$ cat config.mk
export PLATFORM = sky130hd
export DESIGN_NAME = step_counter
export DESIGN_NICKNAME = d
export VERILOG_FILES = /design/src/rtl/step_counter.sv
export SDC_FILE = /design/constraint.sdc
export NUM_CORES = 1
export LEC_CHECK = 0
export ABC_CLOCK_PERIOD_IN_PS = 2100
export CAP_MARGIN = 40
export CORE_AREA = 4 4 41 43
export DETAILED_ROUTE_END_ITERATION = 10
export DIE_AREA = 0 0 45 47
export REMOVE_ABC_BUFFERS = 1
export SETUP_SLACK_MARGIN = 0.5
export SYNTH_ARGS = -nofsm -noshare
export SYNTH_HDL_FRONTEND = slang
export SYNTH_SLANG_ARGS = --single-unit
$ cat constraint.sdc
create_clock -name clk -period 2.1 [get_ports clk]
set_input_delay 0.525 -clock clk [delete_from_list [all_inputs] [get_ports clk]]
set_output_delay 0.525 -clock clk [all_outputs]
set_load 0.02 [all_outputs]
$ cat src/rtl/step_counter.sv
// Up-counter with programmable start value, step and terminal bound.
// The carry fires on the enabled step that would pass the bound.
module step_counter #(
  parameter int width       = 8,
  parameter int reset_value = 0,
  parameter int increment   = 1,
  parameter int max_value   = (2**width) - 1
) (
  input  logic             clk,
  input  logic             reset,
  input  logic             enable,
  output logic [width-1:0] count,
  output logic             carry
);

  localparam int SW = 33;
  localparam logic [width-1:0] RV = width'(reset_value);
  localparam logic [SW-1:0] INC = SW'(increment);
  localparam logic [SW-1:0] MAX = SW'(max_value);

  if (width < 1 || width > 31) begin : g_bad_width
    $error("step_counter: width must be 1..31");
  end
  if (increment < 1) begin : g_bad_inc
    $error("step_counter: increment must be >= 1");
  end
  if (max_value < 0 || max_value > (2**width) - 1) begin : g_bad_max
    $error("step_counter: max_value out of range");
  end
  if (reset_value < 0 || reset_value > max_value) begin : g_bad_rv
    $error("step_counter: reset_value must be <= max_value");
  end

  logic [width-1:0] count_q;
  logic [width-1:0] count_d;
  logic [SW-1:0]    sum;
  logic             wrap;

  // Sum is kept wide so a step past the top of the count range
  // is still seen as exceeding the bound.
  always_comb begin
    sum     = {{(SW-width){1'b0}}, count_q} + INC;
    wrap    = sum > MAX;
    count_d = count_q;
    if (enable) begin
      if (wrap) count_d = RV;
      else      count_d = sum[width-1:0];
    end
  end

  always_ff @(posedge clk or negedge reset) begin
    if (!reset) count_q <= RV;
    else        count_q <= count_d;
  end

  assign count = count_q;
  assign carry = enable & wrap;

endmodule

==> impl_metrics.yaml, run 1 <==
outcome:
  outcome: "finished, violations left"
  violations: "negative setup slack"
timing:
  tns_ns: -0.374
  worst_slew_pin_slew_ns: 0.429
  fin_crit_ns: 2.47
  rsz0062_at_grt: "yes"
  fin_crit_sh: 1.18
  slew_headroom: 0.713
  fin_ws_ns: -0.374
  fmax_mhz: 404
  finalSetupViolations: 1
  hold_violations: 0
  timing.final.max_slew_violations: 0
  clock_skew_ns: 0.00640
floorplan:
  die_width_um: 45
  io_pins: 12
  dieArea_mm2: 0.00212
  num_rows: 13
  die-height_um: 47
  start_util: 0.360
  core_mm2: 0.00130
finish:
  largest_reg_flops: 8
  diodes: 0
  final_area_um2: 767
  nets: 91
  layout-drive-gt1-share: 0.488
  syn_to_final_growth_pct: 63.9
  finalCoreUtilization: 0.589
cts:
  cts.path.max_buffers: 2
  clock-root-buffer: "clkbuf_4"
  cts_buffers: 3
  cts_sinks: 8
  holdBufCountCts: 0
  clk_pin_slew_ns: 0.06
  cts_tree: "yes"
  h-tree-depth: 1
  worstSkewPairLatency_ns: 0.26
grt:
  grt_pass1_wl_mm: 2.21
  gr-total-overflow: 0
  grt_max_degree: 9
  antenna_found_initial: 0
  grt_pass1_vias: 503
  grtUsageTotal: 0.147
place:
  gp_congestion: 0.859
  dp_hpwl_um: 918
  post_dp_cell_area_um2: 683
  port_buffers: 11
power:
  power_density_mw_per_mm2: 1480
  total_power_mw: 1.13
  power.leakage_nw: 0.352
  vdd_drop_max_v: 0.000624
synthesis:
  synth_largest_area_cell: "dfrtp_1"
  ys_types: 24
  netlist_top_cells_area: "dfrtp_1 43%, ha_1 5.3%, nand3_1 5.3%"
  ys_seq_elements: 8
  ys_seq_area_frac: 0.428
  ys_warn_count: 0
  yosysTopAreaCellShare: 0.428
  synthCells: 52
  avgSynthCellArea_um2: 9.00
  syn-cell-area_um2: 468
job:
  maxCapViolCount: 0
worst_setup_path:
  reg2reg_to: "count[0]$_DFFE_PN0P_"
  crit_required_ns: 1.57
  worstPathArrival_ns: 1.95
  r2r_slack_ns: 0.11
  worstSetupPathType: "flip-flop to primary output"
  worstPathMaxFanout: 4
  end_kind: "primary output"
  rr_worst_depth: 8
  start_kind: "flip-flop"
  regToRegStartpoint: "count[0]$_DFFE_PN0P_"
drt:
  drt_pass1_iterations: 4
  drt_iter0_drc: 15
  vias_per_cell: 5.23
  wl_mm: 1.32
  drc_errors: 0
  ant_nets: 0
  wire_per_inst_um: 13.3
  vias: 518
min_path:
  hp-class: "input pin to asynchronous set/reset pin"
-- repair_timing --
item / CTS / global route
pin swaps: 9 / 1
setup endpoints to repair: 16 / 16
setup buffers: 4 / 3
gates resized for setup: 28 / 14
endpoints found under the hold margin: 0 / 0
-- worst max-delay path by stage --
stage | from | cells after the start | slack (ns) | to
2_1_floorplan | count[0]$_DFFE_PN0P_ | 5 | -0.30 | carry
3_3_place_gp | count[0]$_DFFE_PN0P_ | 6 | -0.58 | carry
3_5_place_dp | count[0]$_DFFE_PN0P_ | 6 | -0.60 | carry
4_1_cts | count[1]$_DFFE_PN0P_ | 5 | -0.33 | carry
5_1_grt | count[0]$_DFFE_PN0P_ | 6 | -0.41 | carry
6_report | count[0]$_DFFE_PN0P_ | 6 | -0.37 | carry
-- power by group --
part           internal (mW)  total [mW]  switching [mW]  leakage, nW
Clock                 0.0657       0.122          0.0567       0.0138
Combinational          0.354       0.757           0.403        0.249
Sequential             0.220       0.254          0.0344       0.0888
-- routing by layer --
layer / share of wire / track usage / up-vias
met5: 0 / 0 / -
met4: 0.014 / 0.0702 / 0
met3: 0.037 / 0.0268 / 4
met2: 0.51 / 0.243 / 12
met1: 0.43 / 0.186 / 246
li1: - / - / 256
-- cell type report --
| type | instances | area (um2) |
|---|---|---|
| clock buffers | 3 | 22.5 |
| fillers | 121 | 534 |
| inverters | 5 | 22.5 |
| multi-input cells | 38 | 272 |
| flip-flops and latches | 8 | 200 |
| well taps | 15 | 18.8 |
| repair buffers | 30 | 231 |
-- synth_stat cells --
cell      instances
nor3_4            1
or3_4             1
o21ai_0           2
maj3_2            1
and3_1            1
a41oi_1           1
nor2_1            3
nor3_1            2
clkbuf_1          1
nand2_1           3
nor2_2            1
o21ai_1           4
dfrtp_1           8
xnor2_1           1
ha_1              2
a21oi_1           3
o31ai_1           1
inv_1             5
mux2i_1           1
a31oi_1           1
nor4_1            1
o22ai_1           2
nand2b_1          1
nand3_1           5
-- through the flow --
step	worst slack [ns]	hold slack (ns)	instances
6_report	-0.374	0.571	99
5_1_grt	-0.410	0.597	99
4_1_cts	-0.329	0.576	96
3_5_place_dp	-0.601	0.572	89
3_3_place_gp	-0.576	0.573	89
2_1_floorplan	-0.305	0.229	51
-- worst max-delay path, cell delays in order, from the launching register on --
cell and delay [ns]:
dfrtp_1 0.39, buf_4 0.14, buf_4 0.13, or3_4 0.38, maj3_2 0.34, nor3_4 0.16
buf_6 0.14
-- cell usage in the layout, fill, tap and decap left out, types with 3 or more instances in the layout --
cell	n
nand2_1	3
inv_1	3
dfrtp_1	8
buf_4	17
nor2_1	3
clkbuf_4	3
clkbuf_2	5
nand3_1	5
buf_6	4
-- cell families after synthesis --
family                     after synthesis  share of synthesized area
and+or+nand+nor                         19                      0.235
DFF                                      8                      0.428
xor gates and xnor gates                 1                     0.0187
buffers and inverters                    6                     0.0481
AOI/OAI and AO/OA                       14                      0.171
adders and majority gates                3                     0.0775
muxes                                    1                     0.0214
(Power assumes the default switching activity.)
==> inputs of run 2 (changes only) <==
--- a/config.mk
+++ b/config.mk
@@ -11,7 +11,7 @@
 export DETAILED_ROUTE_END_ITERATION = 10
 export DIE_AREA = 0 0 45 47
 export REMOVE_ABC_BUFFERS = 1
-export SETUP_SLACK_MARGIN = 0.5
+export SETUP_SLACK_MARGIN = 0.4
 export SYNTH_ARGS = -nofsm -noshare
 export SYNTH_HDL_FRONTEND = slang
 export SYNTH_SLANG_ARGS = --single-unit
==> run 2 against run 1 <==
  * The flow still finishes with violations (negative setup slack)
  * Register-to-register slack lost 0.02 ns
  * Largest cell class unchanged
  * Largest power group unchanged
  * Non-clock buffer count is the same
  * Fmax shrank 0.69%
==> impl_metrics.yaml, run 2 (synthesis results as in run 1) <==
outcome:
  violations: "negative setup slack"
  outcome: "finished, violations left"
cts:
  cts_sinks: 8
  h-tree-depth: 1
  cts_tree: "yes"
  cts_buffers: 3
  cts.path.max_buffers: 2
  worstSkewPairLatency_ns: 0.25
  clock-root-buffer: "clkbuf_4"
  clk_pin_slew_ns: 0.06
finish:
  final_area_um2: 774
  final_cell_mix: "17 x buf_4, 8 x dfrtp_1, 7 x dlygate4sd2_1"
  layout-drive-gt1-share: 0.393
  diodes: 0
  layout_commonest_cell: "buf_4"
  nets: 91
  syn_to_final_growth_pct: 65.5
  largest_reg_flops: 8
timing:
  fin_crit_sh: 1.19
  timing.final.max_slew_violations: 0
  worst_slew_pin_slew_ns: 0.415
  rsz0062_at_grt: "yes"
  tns_ns: -0.391
  fin_crit_ns: 2.49
  finalSetupViolations: 1
  hold_violations: 0
  fin_ws_ns: -0.391
  slew_headroom: 0.722
  fmax_mhz: 401
  clock_skew_ns: 0.00677
grt:
  gr-total-overflow: 0
  grt_max_degree: 9
  grt_pass1_wl_mm: 2.21
  grt_pass1_vias: 503
  grtUsageTotal: 0.147
  grtUsageMet2: 0.243
  grt_use_met3: 0.0268
  antenna_found_initial: 0
  globalRouteMet1Util: 0.186
  top_usage_layer: "met2"
power:
  total_power_mw: 1.13
  vdd_drop_max_v: 0.000641
  power_density_mw_per_mm2: 1470
  power.leakage_nw: 0.357
drt:
  ant_nets: 0
  drt_pass1_iterations: 4
  drt_iter0_drc: 6
  drc_errors: 0
  wl_mm: 1.37
  wire_per_inst_um: 13.8
  vias_per_cell: 5.17
  vias: 512
place:
  gp_congestion: 0.859
  dp_hpwl_um: 918
  dp_slack_ns: -0.601
  post_dp_cell_area_um2: 683
  port_buffers: 11
floorplan:
  num_rows: 13
  start_util: 0.360
  core_mm2: 0.00130
  dieArea_mm2: 0.00212
  io_pins: 12
  die_width_um: 45
  die-height_um: 47
worst_setup_path:
  worstSetupPathType: "flip-flop to primary output"
  critPathTopFamily: "simple AND/OR/NAND/NOR gates"
  worstPathArrival_ns: 1.97
  end_kind: "primary output"
  cp_num_buf_inv: 3
  critPathMaxStageDelay_ns: 0.39
  cpMostUsedCell: "buf_4"
  start_kind: "flip-flop"
  crit_chain: "buf_4, buf_4, or3_4, maj3_2, nor3_4, buf_6"
  slowest_stage: "dfrtp_1"
  worstPathMaxFanout: 4
  crit_required_ns: 1.57
min_path:
  hp-class: "input pin to asynchronous set/reset pin"
job:
  maxCapViolCount: 0
-- run 2: cell types whose count changed in the layout (fill, tap and decap cells not counted), sizes merged --
cell	delta
clkinvlp	-1
dlygate4sd2	+6
inv	+1
clkbuf	-5
buf	-1
-- run 2: final timing paths --
| check | from | endpoint | slack, ns | depth (start not counted) |
|---|---|---|---|---|
| max | count[0]$_DFFE_PN0P_ | carry | -0.39 | 6 |
| min | reset | count[1]$_DFFE_PN0P_ | 0.57 | 1 |
| max reg2reg | count[0]$_DFFE_PN0P_ | count[0]$_DFFE_PN0P_ | 0.09 | 8 |
| min reg2reg | count[4]$_DFFE_PN0P_ | count[4]$_DFFE_PN0P_ | 0.59 | 2 |
| max in group asynchronous | reset | count[5]$_DFFE_PN0P_ | 1.23 | 1 |
| min in group clk | count[4]$_DFFE_PN0P_ | count[4]$_DFFE_PN0P_ | 0.59 | 2 |
-- run 2: cell type report --
| class | count | area, um2 |
|---|---|---|
| Clock buffer | 3 | 22.5 |
| Fill cell | 120 | 527 |
| Inverter | 5 | 18.8 |
| Tap cell | 15 | 18.8 |
| Timing Repair Buffer | 30 | 248 |
| Sequential cell | 8 | 200 |
| Multi-Input combinational cell | 38 | 267 |
-- run 2: stage by stage --
step            util  hold slack, ns  cells
2_1_floorplan      -           0.229     51
3_3_place_gp   0.525           0.573     89
3_5_place_dp   0.525           0.572     89
4_1_cts        0.580           0.576     96
5_1_grt        0.595           0.597     99
6_report       0.595           0.568     99
-- run 2: per-layer routing --
layer	up-vias	part of all wire	wire length (um)
met2	8	0.53	723
li1	255	-	-
met3	2	0.026	36
met1	247	0.44	599
met5	-	0	0
met4	0	0.0066	9
-- run 2: what timing repair did --
action,in CTS,in global routing
pin swaps,9,0
gates cloned,0,0
buffers inserted,4,3
resized for setup,22,3
hold buffers,0,0
endpoints found under the setup margin,16,9
-- run 2: where the power goes --
group / switching, mW / internal, mW / total [mW]
clock: 0.0555 / 0.0657 / 0.121
combinational: 0.405 / 0.354 / 0.759
sequential: 0.0342 / 0.220 / 0.254
total: 0.495 / 0.640 / 1.13
==> inputs of run 3 (changes only) <==
--- a/config.mk
+++ b/config.mk
@@ -6,7 +6,7 @@
 export NUM_CORES = 1
 export LEC_CHECK = 0
 export ABC_CLOCK_PERIOD_IN_PS = 2100
-export CAP_MARGIN = 40
+export CAP_MARGIN = 20
 export CORE_AREA = 4 4 41 43
 export DETAILED_ROUTE_END_ITERATION = 10
 export DIE_AREA = 0 0 45 47
==> results of run 3 <==
Final layout, timing and power as in run 2 (identical DEF).
